--- config.mk ---
export PLATFORM = sky130hd
export DESIGN_NAME = uart_receiver
export DESIGN_NICKNAME = d
export VERILOG_FILES = /design/src/rtl/uart_receiver.sv
export SDC_FILE = /design/constraint.sdc
export NUM_CORES = 1
export LEC_CHECK = 0
export BUFFER_PORTS_ARGS = -buffer_cell sky130_fd_sc_hd__buf_2
export CAP_MARGIN = 20
export CELL_PAD_IN_SITES_DETAIL_PLACEMENT = 1
export CELL_PAD_IN_SITES_GLOBAL_PLACEMENT = 1
export CORE_UTILIZATION = 45
export CTS_CLUSTER_DIAMETER = 120
export DETAILED_ROUTE_END_ITERATION = 6
export GPL_TIMING_DRIVEN = 0
export PLACE_DENSITY = 0.89
export SKIP_LAST_GASP = 1
export SLEW_MARGIN = 10
export SYNTH_ARGS = -nofsm -noshare
export SYNTH_HDL_FRONTEND = slang
export SYNTH_SLANG_ARGS = --single-unit
--- constraint.sdc ---
create_clock -name clk -period 7.7 [get_ports clk]
set_clock_uncertainty 0.2 [all_clocks]
set_input_delay 1.54 -clock clk [delete_from_list [all_inputs] [get_ports clk]]
set_output_delay 1.54 -clock clk [all_outputs]
set_load 0.02 [all_outputs]
--- src/rtl/uart_receiver.sv ---
// UART receiver: oversampled 8N1/8E1 deframer feeding a small byte FIFO, with
// RXDATA/CTRL/STATUS registers on the core data bus and a level interrupt.
module uart_receiver #(
  parameter int          CLKS_PER_BIT = 16,
  parameter int          FIFO_DEPTH   = 4,
  parameter logic [19:0] BASE_PAGE    = 20'h00024
) (
  input  logic        clk,
  input  logic        rst,
  input  logic        data_req,
  input  logic        data_we,
  input  logic [3:0]  data_be,
  input  logic [31:0] data_addr,
  input  logic [31:0] data_wdata,
  output logic        data_gnt,
  output logic        data_rvalid,
  output logic [31:0] data_rdata,
  output logic        irq,
  input  logic        rx
);

  localparam int AW = (FIFO_DEPTH > 1) ? $clog2(FIFO_DEPTH) : 1;
  localparam int CW = $clog2(FIFO_DEPTH + 1);
  localparam int TW = $clog2(CLKS_PER_BIT);
  localparam logic [TW-1:0] CNT_LAST = TW'(CLKS_PER_BIT - 1);
  localparam logic [TW-1:0] CNT_MID  = TW'(CLKS_PER_BIT / 2 - 1);
  localparam logic [CW-1:0] DEPTH_C  = CW'(FIFO_DEPTH);

  typedef enum logic [2:0] {
    S_IDLE   = 3'd0,
    S_START  = 3'd1,
    S_DATA   = 3'd2,
    S_PARITY = 3'd3,
    S_STOP   = 3'd4
  } state_t;

  function automatic logic even_par_err(input logic [7:0] b, input logic p);
    return ^{b, p};
  endfunction

  function automatic logic [AW-1:0] ptr_inc(input logic [AW-1:0] p);
    if (p == AW'(FIFO_DEPTH - 1)) begin
      return {AW{1'b0}};
    end else begin
      return p + AW'(1);
    end
  endfunction

  logic          sync1_q, sync2_q, sync1_d, sync2_d;
  state_t        state_q, state_d;
  logic [TW-1:0] cnt_q, cnt_d;
  logic [2:0]    bcnt_q, bcnt_d;
  logic [7:0]    shift_q, shift_d;
  logic          perr_q, perr_d;
  logic [7:0]    mem_q [FIFO_DEPTH];
  logic [AW-1:0] wr_ptr_q, wr_ptr_d, rd_ptr_q, rd_ptr_d;
  logic [CW-1:0] count_q, count_d;
  logic [2:0]    ctrl_q, ctrl_d;
  logic          par_err_q, par_err_d, frame_err_q, frame_err_d, overrun_q, overrun_d;
  logic          gnt_q, gnt_d, rvalid_q, rvalid_d, irq_q, irq_d;
  logic [31:0]   rdata_q, rdata_d;

  logic        rx_s, access_s, rd_acc_s, wr_acc_s, empty_s, full_s, pop_s, push_s, w1c_s;
  logic        stop_eval_s, stop_ok_s, stop_fe_s, stop_pe_s, ov_set_s;
  logic [9:0]  off_s;
  logic [2:0]  cnt3_s;
  logic [31:0] rd_val_s;
  logic        unused_s;

  assign rx_s        = sync2_q;
  assign data_gnt    = gnt_q;
  assign data_rvalid = rvalid_q;
  assign data_rdata  = rdata_q;
  assign irq         = irq_q;
  assign unused_s    = ^{data_wdata[31:5], data_addr[1:0], data_be[3:1]};

  // Bus decode and register read mux
  always_comb begin
    off_s    = data_addr[11:2];
    access_s = data_req && (data_addr[31:12] == BASE_PAGE) && !gnt_q;
    rd_acc_s = access_s && !data_we;
    wr_acc_s = access_s && data_we;
    empty_s  = (count_q == {CW{1'b0}});
    full_s   = (count_q == DEPTH_C);
    pop_s    = rd_acc_s && (off_s == 10'd0) && !empty_s;
    w1c_s    = wr_acc_s && (off_s == 10'd2) && data_be[0];
    cnt3_s   = 3'(count_q);
    case (off_s)
      10'd0: begin
        if (empty_s) begin
          rd_val_s = 32'h0;
        end else begin
          rd_val_s = {23'h0, 1'b1, mem_q[rd_ptr_q]};
        end
      end
      10'd1:   rd_val_s = {29'h0, ctrl_q};
      10'd2:   rd_val_s = {24'h0, cnt3_s, overrun_q, frame_err_q, par_err_q, full_s, !empty_s};
      default: rd_val_s = 32'h0;
    endcase
  end

  // Receive FSM next state; rx_en low forces IDLE from any state
  always_comb begin
    sync1_d     = rx;
    sync2_d     = sync1_q;
    state_d     = state_q;
    cnt_d       = cnt_q;
    bcnt_d      = bcnt_q;
    shift_d     = shift_q;
    perr_d      = perr_q;
    stop_eval_s = 1'b0;
    if (!ctrl_q[0]) begin
      state_d = S_IDLE;
      cnt_d   = {TW{1'b0}};
    end else begin
      case (state_q)
        S_IDLE: begin
          cnt_d = {TW{1'b0}};
          if (!rx_s) begin
            state_d = S_START;
          end else begin
            state_d = S_IDLE;
          end
        end
        S_START: begin
          if (cnt_q == CNT_MID) begin
            cnt_d   = {TW{1'b0}};
            bcnt_d  = 3'd0;
            perr_d  = 1'b0;
            state_d = rx_s ? S_IDLE : S_DATA;
          end else begin
            cnt_d = cnt_q + TW'(1);
          end
        end
        S_DATA: begin
          if (cnt_q == CNT_LAST) begin
            cnt_d           = {TW{1'b0}};
            shift_d[bcnt_q] = rx_s;
            if (bcnt_q == 3'd7) begin
              state_d = ctrl_q[1] ? S_PARITY : S_STOP;
            end else begin
              bcnt_d = bcnt_q + 3'd1;
            end
          end else begin
            cnt_d = cnt_q + TW'(1);
          end
        end
        S_PARITY: begin
          if (cnt_q == CNT_LAST) begin
            cnt_d   = {TW{1'b0}};
            perr_d  = even_par_err(shift_q, rx_s);
            state_d = S_STOP;
          end else begin
            cnt_d = cnt_q + TW'(1);
          end
        end
        S_STOP: begin
          if (cnt_q == CNT_LAST) begin
            cnt_d       = {TW{1'b0}};
            stop_eval_s = 1'b1;
            state_d     = S_IDLE;
          end else begin
            cnt_d = cnt_q + TW'(1);
          end
        end
        default: begin
          state_d = S_IDLE;
          cnt_d   = {TW{1'b0}};
        end
      endcase
    end
  end

  // FIFO, error flags and bus response; a pop frees the slot a same-edge push needs
  always_comb begin
    stop_ok_s = stop_eval_s && rx_s && !perr_q;
    stop_fe_s = stop_eval_s && !rx_s;
    stop_pe_s = stop_eval_s && rx_s && perr_q;
    push_s    = stop_ok_s && (!full_s || pop_s);
    ov_set_s  = stop_ok_s && full_s && !pop_s;
    wr_ptr_d  = push_s ? ptr_inc(wr_ptr_q) : wr_ptr_q;
    rd_ptr_d  = pop_s ? ptr_inc(rd_ptr_q) : rd_ptr_q;
    case ({push_s, pop_s})
      2'b10:   count_d = count_q + CW'(1);
      2'b01:   count_d = count_q - CW'(1);
      default: count_d = count_q;
    endcase
    par_err_d   = stop_pe_s || (par_err_q && !(w1c_s && data_wdata[2]));
    frame_err_d = stop_fe_s || (frame_err_q && !(w1c_s && data_wdata[3]));
    overrun_d   = ov_set_s || (overrun_q && !(w1c_s && data_wdata[4]));
    if (wr_acc_s && (off_s == 10'd1) && data_be[0]) begin
      ctrl_d = data_wdata[2:0];
    end else begin
      ctrl_d = ctrl_q;
    end
    gnt_d    = access_s;
    rvalid_d = gnt_q;
    rdata_d  = rd_acc_s ? rd_val_s : rdata_q;
    irq_d    = ctrl_q[2] && (!empty_s || par_err_q || frame_err_q || overrun_q);
  end

  // Synchroniser and receive FSM state
  always_ff @(posedge clk or posedge rst) begin
    if (rst) begin
      sync1_q <= 1'b1;
      sync2_q <= 1'b1;
      state_q <= S_IDLE;
      cnt_q   <= {TW{1'b0}};
      bcnt_q  <= 3'd0;
      shift_q <= 8'h00;
      perr_q  <= 1'b0;
    end else begin
      sync1_q <= sync1_d;
      sync2_q <= sync2_d;
      state_q <= state_d;
      cnt_q   <= cnt_d;
      bcnt_q  <= bcnt_d;
      shift_q <= shift_d;
      perr_q  <= perr_d;
    end
  end

  // FIFO storage, registers and bus outputs
  always_ff @(posedge clk or posedge rst) begin
    if (rst) begin
      for (int i = 0; i < FIFO_DEPTH; i++) begin
        mem_q[i] <= 8'h00;
      end
      wr_ptr_q    <= {AW{1'b0}};
      rd_ptr_q    <= {AW{1'b0}};
      count_q     <= {CW{1'b0}};
      ctrl_q      <= 3'b000;
      par_err_q   <= 1'b0;
      frame_err_q <= 1'b0;
      overrun_q   <= 1'b0;
      gnt_q       <= 1'b0;
      rvalid_q    <= 1'b0;
      rdata_q     <= 32'h0;
      irq_q       <= 1'b0;
    end else begin
      if (push_s) begin
        mem_q[wr_ptr_q] <= shift_q;
      end
      wr_ptr_q    <= wr_ptr_d;
      rd_ptr_q    <= rd_ptr_d;
      count_q     <= count_d;
      ctrl_q      <= ctrl_d;
      par_err_q   <= par_err_d;
      frame_err_q <= frame_err_d;
      overrun_q   <= overrun_d;
      gnt_q       <= gnt_d;
      rvalid_q    <= rvalid_d;
      rdata_q     <= rdata_d;
      irq_q       <= irq_d;
    end
  end

endmodule

* After elaboration in Yosys (flattened, before gate mapping)
Index checks and enable logic that the tools add are counted.
** Storage, ports and cells
- Register bits after elaboration :: 101
- Bits of input ports :: 73
** Operators by class
- $add $sub $neg :: 6
- Magnitude comparators :: 5
- Equal/unequal tests :: 24
- Multiplexer cells :: 38
- Bitwise gates (word level) :: 2
- Reduce and logical (&&, ||, !) cells :: 55
** Operators with widths (number)
- $pmux 32 s3 :: 1
- $bwmux 32 :: 1
- $mux 3 :: 10
- $logic_and 1x1->1 :: 26
- $mux 8 :: 3
- $eq 20x6->1 const B :: 1
- $bmux 8 s2 :: 1
- $demux 8 s2 :: 1
- $ne 3x3->1 const B :: 5
- $pmux 3 s5 :: 1
- $mux 4 :: 3
- $pmux 3 s2 :: 2
- $eq 10x1->1 const B :: 1
- $eq 10x2->1 const B :: 1
- $logic_not 1->1 :: 10
- $logic_not 10->1 :: 1
- $reduce_and 5->1 :: 2
- $eq 3x3->1 const B :: 3
- $mux 9 :: 1
- $reduce_xor 9->1 :: 1
- $bwmux 8 :: 1
- $ne 2x2->1 const B :: 4
- $pmux 4 s2 :: 1
- $logic_or 1x1->1 :: 7
- other kinds (24) :: 42

* Logic depth before layout (Yosys ltp)
Gate-level depths: netlist of run 1.
- Depth after elaboration :: 10
- Mapped depth :: 10

* Worst setup path after synthesis of run 1
No wires, ideal clock.
- Path kind :: input -> register
- From :: in data_addr[13]
- To :: reg mem_q[0] (netlist bit)
- Arrival :: 3.333 ns
- Required time :: 7.375 ns
- Path slack :: 4.042 ns
- Cell stages on the path :: 6
- Path through :: nor4b_2 > nand4_2 > or4_4 > buf_6 > a21oi_4 > mux2_4
** On the way
- Cells in the longest elaborated chain, start to end :: 8
** Ends and longest elaborated chain
- start: declaration :: line 13 : input logic [31:0] data_addr,
- $eq 20x6->1 :: line 80 : access_s = data_req && (data_addr[31:12] == BASE_PAGE) && !gnt_q;
- $logic_and 1x1->1 (2 in a row) :: line 80
- $logic_and 1x1->1 :: line 81 : rd_acc_s = access_s && !data_we;
- $logic_and 1x1->1 (2 in a row) :: line 85 : pop_s = rd_acc_s && (off_s == 10'd0) && !empty_s;
- $logic_or 1x1->1 :: line 179 : push_s = stop_ok_s && (!full_s || pop_s);
- $logic_and 1x1->1 :: line 179
- end signal: indexed assignment :: line 242 : mem_q[wr_ptr_q] <= shift_q;
- end: declaration :: line 55 : logic [7:0] mem_q [FIFO_DEPTH];
No other way between the ends.
A chain may end at the register's enable or synchronous reset.

* Worst setup path in the final report of run 1
- From :: in data_addr[3]
- To :: reg count_q[2], in the netlist cnt3_s[2]
** On the way
- Cells in the longest elaborated chain, start to end :: 7
- Elaborated cells between the ends (all ways) :: 9
- Classes of those cells :: 2 x eq/ne; 1 x mux; 6 x reduce/logical
** Ends and longest elaborated chain
- $logic_not 10->1 * :: line 85
- $logic_and 1x1->1 * (2 in a row) :: line 85
- $logic_or 1x1->1 :: line 179
- $logic_and 1x1->1 :: line 179
- $eq 2x1->1 or $eq 2x2->1 (tied branches) :: line 183 : case ({push_s, pop_s})
- $pmux 3 s2 or $reduce_bool 2->1 (tied branches)
- end signal: assignment :: line 231 : count_q <= {CW{1'b0}};
- end signal: assignment :: line 246 : count_q <= count_d;
- end: declaration :: line 57 : logic [CW-1:0] count_q, count_d;
Mark *: on every way between the ends. The rest lies on a longest branch, timed or not.

==> results.toml, run 1 <==
[final_layout]
finish.utilization_pct = 54.4
antennaDiodeCount = 0
stdcell_count = 591
areaGrowthSynthToFinish_pct = 17.5
seq_area_um2 = 1950
multiInputGateArea_um2 = 2140
final_area_um2 = 5020
n_fill_cell = 1002
fin_nets = 540
drive_gt1_share_pct = 35.5

[place]
hpwl_um = 7720
placedInstanceArea_um2 = 4810
globalplace.congestion = 0.853
io_buffers = 52
pre_cts_ws_ns = 3.64
dp.cells = 575

[setup_path]
r2r-end = "cnt3_s[2]"
reg2reg_depth = 10
r2r_slack_ns = 4.34
crit_path_end_kind = "flop"
arrival_ns = 3.75
crit_chain = "buf_2 > nor3_1 > and4_1 > clkbuf_1 > nand3_1 > fa_1 > nand4b_1 > or4_1 > o22a_1 > nand2_1"
slowest_stage = "fa_1"
critical_path.max_fanout = 10
cp.required_ns = 7.75
startpoint_type = "primary input"
r2r-start = "cnt_q[0]"
slowest_delay_ns = 0.44
crit_type = "primary input to flop"
cp-startpoint = "data_addr[3]"

[clock_network]
postCtsSetupBuffers = 0
cts_hold_buffers = 0
htreeDepth = 3
cts.clk_slew.worst_paths_ns = 0.08
clock_path_buffers = 2
clock_latency_ns = 0.36
cts_inserted_buffers = 9
cts_tree = "yes"
cts_root_buffer = "clkbuf_8"
clkSinkCount = 78
cts_resized = 0

[die]
rows = 35
die_area_um2 = 9900
die_w_um = 99.5
core_um2 = 9240
io_pins = 108
dieHeight_um = 99.5
initial_utilization_pct = 46.3

[detailed_routing]
drt-wirelength-per-cell_um = 17.2
drc = 0
drt_iter0_drc = 116
finalWirelength_um = 10200
first_pass_iters = 4
viasPerCell = 5.34
postRouteAntennaNets = 0
routed-via-count = 3157

[global_routing]
grt_pass1_wl_um = 16800
gr-total-overflow = 0
grt_use_total_pct = 22.2
grt_pass1_vias = 3400
antenna_found_initial = 0
grt_max_degree = 60

[timing]
finalSetupViolCount = 0
drv_slew = 0
hold_slack_ns = 0.161
finalCritPeriodShare_pct = 48.1
relSlewSlack_pct = 49.3
rsz0062_at_grt = "false"
clock.fmax_ghz = 0.270
setup_slack_ns = 4.00
post-route-min-period_ns = 3.70
worstMarginPinSlew_ns = 0.759
fin_tns_setup_ns = 0
hold_viol = 0

[logic_synthesis]
netlist_instances = 371
ys_seq_area_share_pct = 45.7
synth_cell_types = 58
syn_area_um2 = 4280
synth-seq-cells = 78
yosys_warnings = 0
synth_edf_count = 0
synth-main-ff-cell = "dfrtp_1"
async_flop_share_pct = 100
syn_avg_cell_area_um2 = 11.5

[status]
status = "finished, final reports clean"

[min_path]
min_to = "rx_s"
hold_path_class = "flop to flop"
holdPathStages = 0
hold_path.startpoint = "sync1_q"

[flow_run]
timing.max_cap.violations = 0

[power_and_ir_drop]
pwr_density_cell_nw_per_um2 = 155
power_leakage_nw = 2.38
peakVddDrop_mv = 0.0858
totalPowerFinal_mw = 0.780
## layout make-up
| cell class | instances | share of cell area [%] |
|---|---|---|
| Clock inverter | 3 | 0.847 |
| Sequential cell | 78 | 38.9 |
| Multi-Input combinational cell | 269 | 42.5 |
| Inverter | 10 | 0.797 |
| Timing Repair Buffer | 54 | 5.83 |
| Tap cell | 129 | 3.21 |
| Buffer | 36 | 4.63 |
| Clock buffer | 12 | 3.29 |
## worst max-delay path, delay by kind of cell
kind / cells / cell delay [ns]
simple gates: 6 / 1.15
buf+inv: 2 / 0.48
fa+ha+maj: 1 / 0.44
compound gates: 1 / 0.14
## cells by family after synthesis
logic type / after synthesis / synth area share (%)
multiplexers: 56 / 17.5
flip-flops: 78 / 45.7
AND/OR/NAND/NOR: 118 / 15.9
AO/OA/AOI/OAI: 50 / 8.98
XOR/XNOR: 13 / 2.66
buffers and inverters: 46 / 6.32
other: 1 / 0.0877
adder cells (fa/ha/maj): 9 / 2.81
## synthesized netlist by cell type, drive strengths merged (9+ instances only)
cell    instances  area share, %
inv            10           0.88
a21oi          10            2.2
o21ai          12            1.4
nand2          34            3.0
nor2           27            2.4
mux2           47             13
xnor2          10            2.0
clkbuf         10           0.88
dfrtp          76             44
buf            26            4.6
nor4            9            1.7
## power breakdown
group | internal, mW | switching (mW) | leakage (nW)
sequential | 0.410 | 0.000510 | 1.08
clock | 0.174 | 0.145 | 0.104
combinational | 0.0197 | 0.0298 | 1.19
## worst max path at each step
stage	end	slack [ns]	cells past startpoint
after floorplan	bcnt_q[0]	3.97	1
after global placement	data_rvalid	3.11	2
after detailed placement	cnt3_s[1]	3.64	9
after CTS	cnt3_s[1]	3.99	9
after global routing	cnt3_s[1]	3.77	9
final	cnt3_s[2]	4.00	10
## cells in the final DEF (no fill, tap or decap), drive strengths merged, types with 9 or more instances in the layout
cell and count:
nand2 34, dfrtp 76, nor4 9, nor2 27, clkbuf 23, xnor2 10
buf 79, conb 23, a21oi 10, o21ai 12, mux2 47, inv 10
## flip-flops by register name (all words and copies together), names as in the netlist, 2 cells and up
signal	count
bcnt_q	3
cnt_q	4
ctrl_q	3
state_q	3
rd_ptr_q	2
data_rdata	9
mem_q	32
cnt3_s	3
wr_ptr_q	2
shift_q	8
## routing by layer
| metal | vias up | part of all wire (%) | global-route usage (%) |
|---|---|---|---|
| li1 | 1465 | - | - |
| met1 | 1588 | 43 | 26.2 |
| met2 | 88 | 51 | 39.6 |
| met3 | 16 | 4.4 | 4.78 |
| met4 | 0 | 1.8 | 8.71 |
| met5 | - | 0 | 0 |
No activity file was read; power rests on OpenSTA's default activity.
==> run 2: changes to the inputs <==
--- a/config.mk
+++ b/config.mk
@@ -9,11 +9,11 @@
 export CAP_MARGIN = 20
 export CELL_PAD_IN_SITES_DETAIL_PLACEMENT = 1
 export CELL_PAD_IN_SITES_GLOBAL_PLACEMENT = 1
-export CORE_UTILIZATION = 45
+export CORE_UTILIZATION = 42
 export CTS_CLUSTER_DIAMETER = 120
 export DETAILED_ROUTE_END_ITERATION = 6
 export GPL_TIMING_DRIVEN = 0
-export PLACE_DENSITY = 0.89
+export PLACE_DENSITY = 0.84
 export SKIP_LAST_GASP = 1
 export SLEW_MARGIN = 10
 export SYNTH_ARGS = -nofsm -noshare
==> constraint.sdc (replaced) <==
create_clock -name clk -period 3.65 [get_ports clk]
set_clock_uncertainty 0.2 [all_clocks]
set_input_delay 0.73 -clock clk [delete_from_list [all_inputs] [get_ports clk]]
set_output_delay 0.73 -clock clk [all_outputs]
set_load 0.02 [all_outputs]
==> run 2 against run 1 <==
Core utilization down 3.2 points. Combinational power up 110%. Global-route usage down 0.90 points. Wire length up 2.1%. Critical path depth unchanged. First-iteration DRC count down 32%. Register-to-register slack worse by 4.0 ns. Cell count up 0.85%. Sequential share of layout area about the same. Setup slack worse by 3.7 ns. Non-clock buffer count unchanged. Highest routed layer unchanged.
==> results.toml, run 2 (same netlist as run 1, synthesis figures left out) <==
[clock_network]
cts_resized = 0
cts_inserted_buffers = 9
htreeDepth = 3
clkSinkCount = 78
postCtsSetupBuffers = 0
cts_hold_buffers = 0
clock_path_buffers = 2
cts_root_buffer = "clkbuf_8"
cts_tree = "yes"
cts.clk_slew.worst_paths_ns = 0.09
clock_latency_ns = 0.37

[global_routing]
grt_pass1_wl_um = 17000
gr-total-overflow = 0
antenna_found_initial = 0
grt_pass1_vias = 3331
grt_use_total_pct = 21.3
grt_max_degree = 52

[flow_run]
timing.max_cap.violations = 0

[final_layout]
areaGrowthSynthToFinish_pct = 17.4
top_register = "mem_q"
largest_reg_flops = 32
n_fill_cell = 1101
drive_gt1_share_pct = 35.4
final_common_cell = "dfrtp_1"
antennaDiodeCount = 0
fin_nets = 540
finish.utilization_pct = 51.1
seq_area_um2 = 1950
multiInputGateArea_um2 = 2140
final_cell_mix = "dfrtp_1 (76), buf_2 (52), mux2_2 (36), nand2_1 (34), nor2_1 (27)"
stdcell_count = 596

[power_and_ir_drop]
peakVddDrop_mv = 0.148
pwr_density_cell_nw_per_um2 = 326
totalPowerFinal_mw = 1.63
power_leakage_nw = 2.37

[timing]
worstMarginPinSlew_ns = 0.786
hold_viol = 0
finalCritPeriodShare_pct = 91.5
hold_slack_ns = 0.147
finalSetupViolCount = 0
relSlewSlack_pct = 47.6
rsz0062_at_grt = "false"
post-route-min-period_ns = 3.34
setup_slack_ns = 0.310
clock.fmax_ghz = 0.299
drv_slew = 0

[place]
pre_cts_ws_ns = 0.328
hpwl_um = 7730
dp.cells = 579
globalplace.congestion = 0.815
io_buffers = 52

[status]
status = "finished, final reports clean"

[detailed_routing]
drt_iter0_drc = 79
first_pass_iters = 4
finalWirelength_um = 10400
viasPerCell = 5.29
postRouteAntennaNets = 0
drt-wirelength-per-cell_um = 17.5
routed-via-count = 3153
drc = 0

[die]
dieHeight_um = 103
initial_utilization_pct = 43.6
io_pins = 108
core_um2 = 9820
die_w_um = 103
rows = 36
die_area_um2 = 10600

[setup_path]
path_delay_family = "simple AND/OR/NAND/NOR gates"
arrival_ns = 3.44
crit_top_cell = "nand3_1"
crit_chain = "clkbuf_1 > nand3_1 > nor4b_2 > inv_1 > nand3_1 > fa_1 > nand4b_1 > or4_1 > o22a_1 > nand2_1"
path_buf_inv = 2
slowest_delay_ns = 0.68
crit_path_end_kind = "flop"
slowest_stage = "nor4b_2"
critical_path.max_fanout = 8
startpoint_type = "flop"
crit_type = "flop to flop"
cp.required_ns = 3.75

[min_path]
hold_path_class = "primary input to async pin"
[run 2: changes by cell type in the layout (fill, tap and decap cells not counted), sizes merged]
| cell | change |
|---|---|
| clkbuf | -1 |
| clkinv | +1 |
| clkinvlp | +1 |
[run 2: layout make-up]
type                    instances  area share (%)
repair buffers                 54            5.83
clock buffers                  11            2.82
well taps                     133            3.31
clock inverters                 5            1.17
multi-input cells             269            42.5
plain buffers                  36            4.63
flip-flops and latches         78            38.9
inverters                      10           0.797
[run 2: path summary, 6_finish.rpt]
| path | start | endpoint | slack [ns] | cells past startpoint |
|---|---|---|---|---|
| worst min register to register | sync1_q | rx_s | 0.16 | 0 |
| worst max register to register | cnt_q[3] | cnt3_s[2] | 0.31 | 10 |
| worst max-delay path | cnt_q[3] | cnt3_s[2] | 0.31 | 10 |
| max in group asynchronous | rst | mem_q[16] | 2.52 | 3 |
| min in group clk | sync1_q | rx_s | 0.16 | 0 |
| worst min-delay path | rst | state_q[1] | 0.15 | 2 |
[run 2: per-layer routing]
layer  wire length [um]  up-vias  GRT usage, %
li1                   -     1474             -
met3                529       15          2.98
met5                  0        -             0
met4                182        0          8.56
met2               5310       89          38.1
met1               4390     1575          26.0
[run 2: metrics by stage]
step / setup TNS (ns) / cell area, um^2
after floorplan: 0 / 4360
after global placement: -13.49 / 4790
after detailed placement: 0 / 4820
after global routing: 0 / 5020
final: 0 / 5020
after CTS: 0 / 5020
[run 2: power by group]
| part | leakage (nW) | switching, mW | internal [mW] |
|---|---|---|---|
| clock | 0.0955 | 0.330 | 0.335 |
| sequential | 1.08 | 0.00111 | 0.865 |
| combinational | 1.19 | 0.0623 | 0.0415 |
==> run 3: changes to the inputs <==
--- a/config.mk
+++ b/config.mk
@@ -13,7 +13,7 @@
 export CTS_CLUSTER_DIAMETER = 120
 export DETAILED_ROUTE_END_ITERATION = 6
 export GPL_TIMING_DRIVEN = 0
-export PLACE_DENSITY = 0.84
+export PLACE_DENSITY_LB_ADDON = 0.1
 export SKIP_LAST_GASP = 1
 export SLEW_MARGIN = 10
 export SYNTH_ARGS = -nofsm -noshare
==> run 3 against run 2 <==
Hold slack better by 0.012 ns. Wire length is 1.9% lower. Total power rose by 0.64%. Core utilization is 0.064 points lower. Fmax increased by 0.94%. First-iteration DRC count increased by 14%. Setup slack better by 0.031 ns. Global-route usage shrank 0.78 points. Clock power rose by 2%.
==> results.toml, run 3 (same netlist as run 1, synthesis figures left out) <==
[status]
status = "finished, final reports clean"

[setup_path]
r2r_slack_ns = 0.34
arrival_ns = 3.42
critical_path.max_fanout = 7
crit_path_end = "cnt3_s[2]"
slowest_stage = "nor4b_2"
slowest_delay_ns = 0.70
crit_chain = "ha_1 > nand3_1 > nor4b_2 > inv_1 > nand3_1 > fa_1 > nand4b_1 > or4_1 > o22a_1 > nand2_1"
crit_type = "flop to flop"
cp.required_ns = 3.76
path_delay_family = "simple AND/OR/NAND/NOR gates"
crit_top_cell = "nand3_1"
cp-startpoint = "cnt_q[0]"
crit_path_end_kind = "flop"
startpoint_type = "flop"
critical_path_cell_count = 10
r2r-start = "cnt_q[0]"
r2r-end = "cnt3_s[2]"
path_buf_inv = 1
reg2reg_depth = 10

[detailed_routing]
viasPerCell = 5.19
routed-via-count = 3093
finalWirelength_um = 10200
postRouteAntennaNets = 0
drc = 0
first_pass_iters = 4
drt_iter0_drc = 90
drt-wirelength-per-cell_um = 17.1

[power_and_ir_drop]
peakVddDrop_mv = 0.254
p_sw_mw = 0.386
combPwrFrac_pct = 6.2
pwr_density_cell_nw_per_um2 = 328
p_sw_share_pct = 23.5
seq_power_share_pct = 52.7
power_leakage_nw = 2.37
power.internal_mw = 1.26
totalPowerFinal_mw = 1.65
p_clk_share_pct = 41.1

[final_layout]
final_area_um2 = 5020
drive_gt1_share_pct = 35.2
areaGrowthSynthToFinish_pct = 17.3
fin_nets = 540
seq_area_um2 = 1950
largest_reg_flops = 32
final_common_cell = "dfrtp_1"
antennaDiodeCount = 0
final_cell_mix = "dfrtp_1 (76), buf_2 (52), mux2_2 (36), nand2_1 (34), nor2_1 (27)"
top_register = "mem_q"
multiInputGateArea_um2 = 2140
n_fill_cell = 1099
finish.utilization_pct = 51.1

[min_path]
hold_path_class = "flop to flop"

[timing]
setup_slack_ns = 0.341
worstMarginPinSlew_ns = 0.758
relSlewSlack_pct = 49.5
hold_slack_ns = 0.159
finalCritPeriodShare_pct = 90.7
drv_slew = 0
finalSetupViolCount = 0
rsz0062_at_grt = "false"
hold_viol = 0
clock.fmax_ghz = 0.302
post-route-min-period_ns = 3.31

[clock_network]
cts_resized = 0
clock_latency_ns = 0.36
clkSinkCount = 78
cts_tree = "yes"
clock_path_buffers = 2
postCtsSetupBuffers = 0
htreeDepth = 3
cts_root_buffer = "clkbuf_8"
cts.clk_slew.worst_paths_ns = 0.09
cts_inserted_buffers = 9
cts_hold_buffers = 0

[die]
initial_utilization_pct = 43.6
die_w_um = 103
core_um2 = 9820
dieHeight_um = 103
rows = 36
die_area_um2 = 10600
io_pins = 108

[global_routing]
grt_pass1_wl_um = 16000
grt_max_degree = 43
grt_pass1_vias = 3164
gr-total-overflow = 0
antenna_found_initial = 0
grt_use_total_pct = 20.6

[flow_run]
timing.max_cap.violations = 0

[place]
globalplace.congestion = 0.810
pre_cts_ws_ns = 0.370
io_buffers = 52
hpwl_um = 7400
placedInstanceArea_um2 = 4810
-- run 3: cell count changes in the layout (fill, tap and decap cells not counted), sizes merged --
cell and change:
clkinv -1, clkinvlp -1, clkbuf +2
-- run 3: worst min-delay path by stage --
| stage | start | end | slack (ns) | cells after the start |
|---|---|---|---|---|
| 2_1_floorplan | sync1_q | rx_s | 0.15 | 0 |
| 3_3_place_gp | sync1_q | rx_s | 0.15 | 0 |
| 3_5_place_dp | sync1_q | rx_s | 0.15 | 0 |
| 4_1_cts | sync1_q | rx_s | 0.16 | 0 |
| 5_1_grt | sync1_q | rx_s | 0.17 | 0 |
| 6_report | sync1_q | rx_s | 0.16 | 0 |
-- run 3: worst reg2reg max path, delay by kind of cell, from the launching register on --
family                   cells  cell delay (ns)
adder cells (fa/ha/maj)      2             0.57
buffers and inverters        1             0.22
flip-flops                   1             0.37
AND/OR/NAND/NOR              6             1.69
AO/OA/AOI/OAI                1             0.21
-- run 3: per-stage QoR --
stage,instances,TNS [ns]
after floorplan,393,0
after global placement,578,-23.39
after detailed placement,579,0
after CTS,595,0
after global routing,596,0
final,596,0
-- run 3: power by group through the flow --
| stage | Sequential, mW | Combinational [mW] | Clock (mW) |
|---|---|---|---|
| 2_1_floorplan | 0.883 | 0.0635 | 0 |
| 3_3_place_gp | 0.884 | 0.0986 | 0 |
| 3_5_place_dp | 0.884 | 0.104 | 0 |
| 4_1_cts | 0.866 | 0.104 | 0.698 |
| 5_1_grt | 0.867 | 0.115 | 0.732 |
| 6_report | 0.866 | 0.103 | 0.676 |
-- run 3: per-layer routing --
layer  global-route usage, %  vias to the layer above  part of all wire, %
li1                        -                     1465                    -
met1                    27.0                     1545                   47
met2                    33.8                       75                   48
met3                    4.95                        8                  4.9
met4                    5.96                        0                 0.84
met5                       0                        -                    0
-- run 3: final cells by class --
type	instances	share of cell area (%)
multi-input combinational	269	42.6
sequential	78	39.0
timing repair buffer	54	5.69
buffer	36	4.64
tap	133	3.32
clock buffer	13	3.17
clock inverter	3	0.848
inverter	10	0.798
